**config.mk**
```make
export PLATFORM = sky130hd
export DESIGN_NAME = writeback_unit_flat
export DESIGN_NICKNAME = d
export VERILOG_FILES = /design/src/rtl/writeback_unit_pkg.sv /design/src/rtl/writeback_unit_if.sv /design/src/rtl/writeback_unit_load_extend.sv /design/src/rtl/writeback_unit.sv /design/src/flat_wrapper.sv
export SDC_FILE = /design/constraint.sdc
export NUM_CORES = 1
export LEC_CHECK = 0
export BUFFER_PORTS_ARGS = -buffer_cell sky130_fd_sc_hd__buf_2
export CORE_ASPECT_RATIO = 0.75
export CORE_MARGIN = 8
export CORE_UTILIZATION = 35
export CTS_CLUSTER_SIZE = 12
export DETAILED_ROUTE_END_ITERATION = 10
export GPL_TIMING_DRIVEN = 0
export SLEW_MARGIN = 30
export SYNTH_ARGS = -nofsm -noshare
export SYNTH_HDL_FRONTEND = slang
export SYNTH_SLANG_ARGS = --single-unit
export TNS_END_PERCENT = 10
```
**constraint.sdc**
```tcl
create_clock -name clk -period 2.9 [get_ports clk]
set_clock_uncertainty 0.05 [all_clocks]
set_input_delay 0.58 -clock clk [delete_from_list [all_inputs] [get_ports clk]]
set_output_delay 0.58 -clock clk [all_outputs]
set_load 0.01 [all_outputs]
```
**src/rtl/writeback_unit_pkg.sv**
```systemverilog
// Shared types and constants for the writeback stage (package wb_pkg).
package wb_pkg;

  localparam int XLEN = 32;
  localparam int RAW  = 5;

  // Result source select
  typedef enum logic [1:0] {
    WB_ALU  = 2'd0,
    WB_LOAD = 2'd1,
    WB_PC4  = 2'd2,
    WB_ALU3 = 2'd3
  } wb_sel_e;

  // Load width / signedness; undefined codes behave as LW
  typedef enum logic [2:0] {
    LT_LB  = 3'd0,
    LT_LH  = 3'd1,
    LT_LW  = 3'd2,
    LT_LBU = 3'd4,
    LT_LHU = 3'd5
  } load_type_e;

  typedef enum logic {
    ST_IDLE      = 1'b0,
    ST_WAIT_LOAD = 1'b1
  } wb_state_e;

  // Fields of a load parked while its memory response is outstanding
  typedef struct packed {
    logic           we;
    logic [RAW-1:0] rd;
    logic [2:0]     lt;
    logic [1:0]     addr;
  } pend_t;

endpackage

```
**src/rtl/writeback_unit_if.sv**
```systemverilog
// MEM/WB handshake bundle: MEM stage + data memory inputs, register file write port outputs.
interface writeback_unit_if;
  import wb_pkg::*;

  logic            mem_valid;
  logic            mem_reg_we;
  logic [RAW-1:0]  mem_rd;
  logic [1:0]      mem_wb_sel;
  logic [XLEN-1:0] mem_alu_result;
  logic [XLEN-1:0] mem_pc4;
  logic [2:0]      mem_load_type;
  logic            dmem_rvalid;
  logic [XLEN-1:0] dmem_rdata;
  logic            wb_we;
  logic [RAW-1:0]  wb_rd;
  logic [XLEN-1:0] wb_wdata;
  logic            wb_stall;

  modport master (
    output mem_valid, mem_reg_we, mem_rd, mem_wb_sel, mem_alu_result, mem_pc4,
           mem_load_type, dmem_rvalid, dmem_rdata,
    input  wb_we, wb_rd, wb_wdata, wb_stall
  );

  modport slave (
    input  mem_valid, mem_reg_we, mem_rd, mem_wb_sel, mem_alu_result, mem_pc4,
           mem_load_type, dmem_rvalid, dmem_rdata,
    output wb_we, wb_rd, wb_wdata, wb_stall
  );

endinterface

```
**src/rtl/writeback_unit_load_extend.sv**
```systemverilog
// Load data alignment and sign/zero extension (combinational).
module load_extend
  import wb_pkg::*;
(
  input  logic [XLEN-1:0] word,
  input  logic [1:0]      addr,
  input  logic [2:0]      load_type,
  output logic [XLEN-1:0] ext
);

  logic [7:0]  byte_sel;
  logic [15:0] half_sel;

  // Pick byte/halfword lane, then extend by load type
  always_comb begin
    byte_sel = 8'h00;
    half_sel = addr[1] ? word[31:16] : word[15:0];
    ext      = word;
    case (addr)
      2'd0: byte_sel = word[7:0];
      2'd1: byte_sel = word[15:8];
      2'd2: byte_sel = word[23:16];
      2'd3: byte_sel = word[31:24];
      default: byte_sel = word[7:0];
    endcase
    case (load_type)
      LT_LB:   ext = {{24{byte_sel[7]}}, byte_sel};
      LT_LH:   ext = {{16{half_sel[15]}}, half_sel};
      LT_LBU:  ext = {24'h0, byte_sel};
      LT_LHU:  ext = {16'h0, half_sel};
      default: ext = word;
    endcase
  end

endmodule

```
**src/rtl/writeback_unit.sv**
```systemverilog
// Writeback stage: MEM/WB register, result select, load extension, x0 suppression,
// stall while a load response is outstanding.
// Optional retired-instruction counter enabled by macro WB_RETIRE_CNT_EN.
module writeback_unit
  import wb_pkg::*;
#(
  parameter int XLEN = wb_pkg::XLEN,
  parameter int RAW  = wb_pkg::RAW
) (
  input  logic              clk,
  input  logic              rst_n,
  writeback_unit_if.slave   bus
`ifdef WB_RETIRE_CNT_EN
  ,
  output logic [31:0]       retired_cnt
`endif
);

  wb_state_e       state_q, state_d;
  pend_t           pend_q, pend_d;
  logic            we_q, we_d;
  logic [RAW-1:0]  rd_q, rd_d;
  logic [XLEN-1:0] wdata_q, wdata_d;
  logic [1:0]      ext_addr;
  logic [2:0]      ext_lt;
  logic [XLEN-1:0] ext_data;
  logic            waiting;

  assign waiting      = (state_q == ST_WAIT_LOAD);
  assign bus.wb_stall = waiting;
  assign bus.wb_we    = we_q;
  assign bus.wb_rd    = rd_q;
  assign bus.wb_wdata = wdata_q;

  // Single extender shared by the live load and the parked one
  always_comb begin
    ext_addr = waiting ? pend_q.addr : bus.mem_alu_result[1:0];
    ext_lt   = waiting ? pend_q.lt   : bus.mem_load_type;
  end

  load_extend u_ext (
    .word      (bus.dmem_rdata),
    .addr      (ext_addr),
    .load_type (ext_lt),
    .ext       (ext_data)
  );

  // Next state, pending load and write-port values
  always_comb begin
    state_d = state_q;
    pend_d  = pend_q;
    we_d    = 1'b0;
    rd_d    = rd_q;
    wdata_d = wdata_q;
    case (state_q)
      ST_IDLE: begin
        if (bus.mem_valid) begin
          if (bus.mem_wb_sel != WB_LOAD) begin
            we_d    = bus.mem_reg_we && (bus.mem_rd != '0);
            rd_d    = bus.mem_rd;
            wdata_d = (bus.mem_wb_sel == WB_PC4) ? bus.mem_pc4 : bus.mem_alu_result;
          end else if (bus.dmem_rvalid) begin
            we_d    = bus.mem_reg_we && (bus.mem_rd != '0);
            rd_d    = bus.mem_rd;
            wdata_d = ext_data;
          end else begin
            pend_d.we   = bus.mem_reg_we;
            pend_d.rd   = bus.mem_rd;
            pend_d.lt   = bus.mem_load_type;
            pend_d.addr = bus.mem_alu_result[1:0];
            state_d     = ST_WAIT_LOAD;
          end
        end
      end
      ST_WAIT_LOAD: begin
        if (bus.dmem_rvalid) begin
          we_d    = pend_q.we && (pend_q.rd != '0);
          rd_d    = pend_q.rd;
          wdata_d = ext_data;
          pend_d  = '0;
          state_d = ST_IDLE;
        end
      end
      default: state_d = ST_IDLE;
    endcase
  end

  // Stage registers; reset drops any parked load
  always_ff @(posedge clk or negedge rst_n) begin
    if (!rst_n) begin
      state_q <= ST_IDLE;
      pend_q  <= '0;
      we_q    <= 1'b0;
      rd_q    <= '0;
      wdata_q <= '0;
    end else begin
      state_q <= state_d;
      pend_q  <= pend_d;
      we_q    <= we_d;
      rd_q    <= rd_d;
      wdata_q <= wdata_d;
    end
  end

`ifdef WB_RETIRE_CNT_EN
  logic [31:0] retired_q, retired_d;
  logic        retire;

  assign retired_cnt = retired_q;

  // An instruction completes on any edge that produces a (possibly suppressed) write
  always_comb begin
    retire = 1'b0;
    if (state_q == ST_IDLE)
      retire = bus.mem_valid && ((bus.mem_wb_sel != WB_LOAD) || bus.dmem_rvalid);
    else
      retire = bus.dmem_rvalid;
    retired_d = retired_q + {31'd0, retire};
  end

  // Retire counter, wraps naturally
  always_ff @(posedge clk or negedge rst_n) begin
    if (!rst_n) retired_q <= '0;
    else        retired_q <= retired_d;
  end
`endif

endmodule

```
**src/flat_wrapper.sv**
```systemverilog
// flat-port wrapper written by rule: the top's interface ports become plain ports
module writeback_unit_flat import wb_pkg::*;
#(
  parameter int XLEN = wb_pkg::XLEN,
  parameter int RAW  = wb_pkg::RAW
)
  (clk, rst_n, bus_mem_valid, bus_mem_reg_we, bus_mem_rd, bus_mem_wb_sel, bus_mem_alu_result, bus_mem_pc4, bus_mem_load_type, bus_dmem_rvalid, bus_dmem_rdata, bus_wb_we, bus_wb_rd, bus_wb_wdata, bus_wb_stall);
  writeback_unit_if bus_i ();
  input  logic clk;
  input  logic rst_n;
  input wire logic [$bits(bus_i.mem_valid)-1:0] bus_mem_valid;
  input wire logic [$bits(bus_i.mem_reg_we)-1:0] bus_mem_reg_we;
  input wire logic [$bits(bus_i.mem_rd)-1:0] bus_mem_rd;
  input wire logic [$bits(bus_i.mem_wb_sel)-1:0] bus_mem_wb_sel;
  input wire logic [$bits(bus_i.mem_alu_result)-1:0] bus_mem_alu_result;
  input wire logic [$bits(bus_i.mem_pc4)-1:0] bus_mem_pc4;
  input wire logic [$bits(bus_i.mem_load_type)-1:0] bus_mem_load_type;
  input wire logic [$bits(bus_i.dmem_rvalid)-1:0] bus_dmem_rvalid;
  input wire logic [$bits(bus_i.dmem_rdata)-1:0] bus_dmem_rdata;
  output wire logic [$bits(bus_i.wb_we)-1:0] bus_wb_we;
  output wire logic [$bits(bus_i.wb_rd)-1:0] bus_wb_rd;
  output wire logic [$bits(bus_i.wb_wdata)-1:0] bus_wb_wdata;
  output wire logic [$bits(bus_i.wb_stall)-1:0] bus_wb_stall;
  assign bus_i.mem_valid = bus_mem_valid;
  assign bus_i.mem_reg_we = bus_mem_reg_we;
  assign bus_i.mem_rd = bus_mem_rd;
  assign bus_i.mem_wb_sel = bus_mem_wb_sel;
  assign bus_i.mem_alu_result = bus_mem_alu_result;
  assign bus_i.mem_pc4 = bus_mem_pc4;
  assign bus_i.mem_load_type = bus_mem_load_type;
  assign bus_i.dmem_rvalid = bus_dmem_rvalid;
  assign bus_i.dmem_rdata = bus_dmem_rdata;
  assign bus_wb_we = bus_i.wb_we;
  assign bus_wb_rd = bus_i.wb_rd;
  assign bus_wb_wdata = bus_i.wb_wdata;
  assign bus_wb_stall = bus_i.wb_stall;
  writeback_unit #(.XLEN(XLEN), .RAW(RAW)) u_core (.clk(clk), .rst_n(rst_n), .bus(bus_i));
endmodule
```
; ---- Word-level counts from Yosys, hierarchy flattened
; Cells that the tools add are included.
[totals]
register_bits = 50
inputBits = 111
output_inout_bits = 39
word_cells = 59
[classes]
eq_ne = 13
mux = 29
bitwise_logic = 1
reduce_logical = 8
[ops]
columns = operator, n
row1 = $mux 32, 4
row2 = $pmux 32 s4, 1
row3 = $pmux 32 s2, 1
row4 = $mux 11, 4
row5 = $pmux 8 s4, 1
row6 = $pmux 11 s2, 1
row7 = $mux 5, 4
row8 = $mux 16, 1
row9 = $pmux 5 s2, 1
row10 = $reduce_bool 5->1, 2
row11 = $ne 2x2->1 const B, 4
row12 = $mux 1, 7
row13 = $eq 2x2->1 const B, 3
row14 = $eq 3x3->1 const B, 2
row15 = $pmux 1 s2, 2
row16 = $reduce_and 4->1, 1
row17 = $eq 3x1->1 const B, 1
row18 = $logic_not 3->1, 1
row19 = $mux 3, 1
row20 = $ne 3x2->1 const B, 1
row21 = $reduce_and 3->1, 1
row22 = $eq 2x1->1 const B, 1
row23 = $logic_and 1x1->1, 2
row24 = $logic_not 2->1, 1
row25 = 3 further kinds, 3

; ---- Longest topological paths before layout
[depth]
depth_word = 8
mapped_depth = 8

; ---- Cells and area by module
; A second synthesis with hierarchy kept.
[unflattened]
hier_cells = 426
hier_area_um2 = 3806.2
[modules_own_cells]
columns = module, instances, cells_per_inst, area_each_um2, seq_area_each_um2
row1 = writeback_unit, 1, 316, 3156.8, 1251.2
row2 = load_extend, 1, 110, 649.4, 0.0

; ---- Least setup slack after synthesis
; OpenSTA, ideal clock, no wires.
[synth_path]
path_type = input-to-reg
startpoint = in bus_mem_alu_result[1]
endpoint = reg u_core.wdata_q[16], in the netlist u_core.bus.wb_wdata[16]
setup_ns = 0.126
t_arrival_ns = 1.935
t_required_ns = 2.724
path_slack_ns = 0.789
path_stages = 7
path_buffers = 2
cell_sequence = mux2_4 > mux4_2 > and2_1 > buf_6 > buf_6 > o211ai_2 > a21oi_1
[synth_via]
elab_chain_cells = 8
[synth_lines]
columns = element, line
row1 = start: declaration, flat_wrapper.sv:15  ; input wire logic [$bits(bus_i.mem_alu_result)-1:0] bus_mem_alu_result;
row2 = $mux 2 *, writeback_unit.sv:37  ; ext_addr = waiting ? pend_q.addr : bus.mem_alu_result[1:0];
row3 = "$eq 2x2->1, or another cell as far along", writeback_unit_load_extend.sv:19  ; case (addr)
row4 = $pmux 8 s4, writeback_unit_load_extend.sv:19
row5 = $pmux 32 s4 *, writeback_unit_load_extend.sv:26  ; case (load_type)
row6 = $mux 32 *, "writeback_unit.sv:62, writeback_unit.sv:76"
row7 = $mux 32, writeback_unit.sv:58  ; if (bus.mem_wb_sel != WB_LOAD) begin
row8 = $mux 32, writeback_unit.sv:57  ; if (bus.mem_valid) begin
row9 = $pmux 32 s2 *, writeback_unit.sv:55  ; case (state_q)
row10 = end signal: assignment, writeback_unit.sv:101  ; wdata_q <= wdata_d;
row11 = end: declaration, writeback_unit.sv:23  ; logic [XLEN-1:0] wdata_q, wdata_d;
; Mark *: on every way between the ends. The rest lies on a longest branch, timed or not. The select of a mux whose other input is x is not followed.
; A chain may end at the register's enable or synchronous reset.

; ---- Final worst setup path
[layout_path]
startpoint = in bus_mem_wb_sel[0]
endpoint = reg u_core.rd_q[4], in the netlist u_core.bus.wb_rd[4]
[layout_via]
elab_chain_cells = 4
[layout_lines]
columns = element, line
row1 = start: declaration, flat_wrapper.sv:14  ; input wire logic [$bits(bus_i.mem_wb_sel)-1:0] bus_mem_wb_sel;
row2 = $ne 2x1->1 *, writeback_unit.sv:58
row3 = $mux 5, writeback_unit.sv:58
row4 = $mux 5, writeback_unit.sv:57
row5 = $pmux 5 s2, writeback_unit.sv:55
row6 = end signal: assignment, writeback_unit.sv:100  ; rd_q <= rd_d;
row7 = end: declaration, writeback_unit.sv:22  ; logic [RAW-1:0] rd_q, rd_d;
; Marked as above.

==> out/results.tsv <==
metric	value	unit
status	finished, final reports clean	
worst_path_most_repeated_cell	buf_2	
peakVddDrop	0.0002453	V
cts_tree	yes	
startpoint_type	primary input	
arrival	2750	ps
max_stage_delay	730	ps
min_period	2645	ps
numPortBuffers	147	
crit_start	bus_mem_wb_sel[0]	
wl_per_cell	20.95	µm
grtUsageTotal	0.1967	
cellLeakagePower	0.002195	µW
slowest_stage	o22ai_1	
clk_latency	290	ps
post-route-util	0.4593	
yosys_register_bits	50	
cts_num_sinks	50	
cts_setup_buffers	0	
hold_viol_final	0	
antennaDiodeCount	0	
grt_first_pass_wirelength	23.77	mm
grt_max_degree	51	
vias	4439	
setup_viol	0	
r2r-start	u_core.bus.wb_stall	
dp_hpwl	12.26	mm
cts_max_level	2	
cap_violations	0	
worstPathRequired	3010	ps
synth_top_area_frac	0.3126	
avgSynthCellArea	8.914	µm²
tns	0	ps
gr-total-overflow	0	
clk_pin_slew	70	ps
relSlewSlack	0.4145	
die-area	0.01515	mm²
clockBufferDepth	2	
cp_top_family	compound AO/OA/AOI/OAI gates	
crit_type	in2reg	
place_inst	736	
synth_top_area_cell	dfrtp_1	
yosysSeqAreaShare	0.3126	
cts_made_buffers	5	
grt_pass1_vias	4468	
slew_violations	0	
cts_root_buf	clkbuf_16	
drtIter0Drc	284	
die_h	108.6	µm
rsz0062_at_grt	false	
synthFlopType	dfrtp_1	
die_w	139.5	µm
fillers	1116	
min_path_type	in2async	
initial_core_util	0.3631	
io_pins	150	
rows	33	
p_per_area	472.8	mW/mm²
via_per_inst	5.966	
drive_gt1_frac	0.3460	
synth_cells	449	
synth-edff-count	0	
whs	282.5	ps
fin_crit_sh	0.9119	
crit_chain	buf_2 -> nor2b_1 -> nor2_1 -> o22ai_1 -> buf_2 -> o21ai_0	
antenna_found_initial	1	
syn_area	0.004003	mm²
first_pass_iters	7	
ys_types	44	
worst_slew_pin_slew	878.2	ps
syn_nets	560	
ctsHoldBuffers	0	
design.core.area	0.01102	mm²
fin_cells	744	
area_growth	26.51	%
ctsResizeCount	0	
p_total	2394	µW
route.detailed.drc	0	
routed_wl	15.58	mm
ys_top_cells_by_area	dfrtp_1, mux2i_1, mux2_2, o221ai_1, o21ai_0	
layout.nets	714	
synth_warnings	0	
route.antenna.remaining_nets	0	
worst_setup_path_end_kind	flop	
path_max_fanout	10	
gp_congestion	0.8868	
fmax	378.1	MHz
path_buf_inv	2	
ys_async_sr_fraction	1.000	
[cells in the mapped netlist (all sizes together), types with 7 or more instances]
cell	n
a32oi	16
nor2b	15
nand3	13
o221ai	30
o211ai	26
nor2	12
o21a	9
nand2b	25
nor3	18
clkbuf	23
nand2	33
mux2	27
dfrtp	50
mux2i	33
o21ai	39
a2bb2oi	7
a21oi	20
buf	18
[registers in the layout (all words and copies together), names as in the netlist]
register	flops
u_core.bus.wb_rd	5
u_core.bus.wb_stall	1
u_core.bus.wb_wdata	32
u_core.bus.wb_we	1
u_core.pend_q	11
[metal layers]
layer | track usage | vias to the layer above | routed length (µm)
li1 | - | 2060 | -
met1 | 0.2659 | 2119 | 6915
met2 | 0.3058 | 237 | 6860
met3 | 0.06111 | 21 | 1644
met4 | 0.03825 | 2 | 149
met5 | 0 | - | 13
[final cells by class]
cell class | instances | area, µm² | area share
repair buffers | 147 | 738.2 | 0.1458
clock buffers | 7 | 142.6 | 0.02817
multi-input cells | 352 | 2544 | 0.5023
well taps | 140 | 175.2 | 0.03459
inverters | 6 | 22.52 | 0.004448
flip-flops and latches | 50 | 1251 | 0.2471
plain buffers | 41 | 185.2 | 0.03657
clock inverters | 1 | 5.005 | 0.0009884
[where the power goes]
part / internal (µW) / total (µW) / switching (µW)
Clock: 343 / 607 / 263
Combinational: 363 / 848 / 485
Sequential: 828 / 939 / 111
[final timing paths]
kind	endpoint	slack [ps]	cells past startpoint
max reg2reg	u_core.bus.wb_rd[4]	320	6
min reg2reg	u_core.bus.wb_rd[0]	430	2
max	u_core.bus.wb_rd[4]	260	6
min in group clk	u_core.bus.wb_rd[0]	430	2
max in group asynchronous	u_core.bus.wb_rd[0]	2060	1
min	u_core.bus.wb_wdata[11]	280	1
[per-stage QoR]
step | cell area, µm² | setup slack, ps
after detailed placement | 4916 | -59.60
after floorplan | 4003 | 789.0
after global placement | 4913 | -79.70
after global routing | 5064 | 17.94
final | 5064 | 255.5
after CTS | 5064 | 246.9
[placed cells by master (no fill, tap or decap), types with 20 or more instances in the layout]
cell type	instances
buf_2	159
dfrtp_1	50
o21ai_0	38
nand2_1	33
mux2i_1	32
o221ai_1	30
mux2_2	26
nand2b_1	25
clkbuf_1	24
a21oi_1	20
[worst reg2reg max path: cells and delay by family, from the launching register on]
kind                   cells  cell delay (ps)
buffers and inverters      3              900
and+or+nand+nor            1              180
AOI/OAI and AO/OA          2              850
DFF                        1              490
[cells by family (layout without fill, tap and decap cells)]
group	count (synthesis)	after routing	synth area share
compound gates	166	166	0.3067
simple gates	125	125	0.1607
mux	61	61	0.1682
flops	50	50	0.3126
buf+inv	47	202	0.05189
No activity file was read; power rests on OpenSTA's default activity.
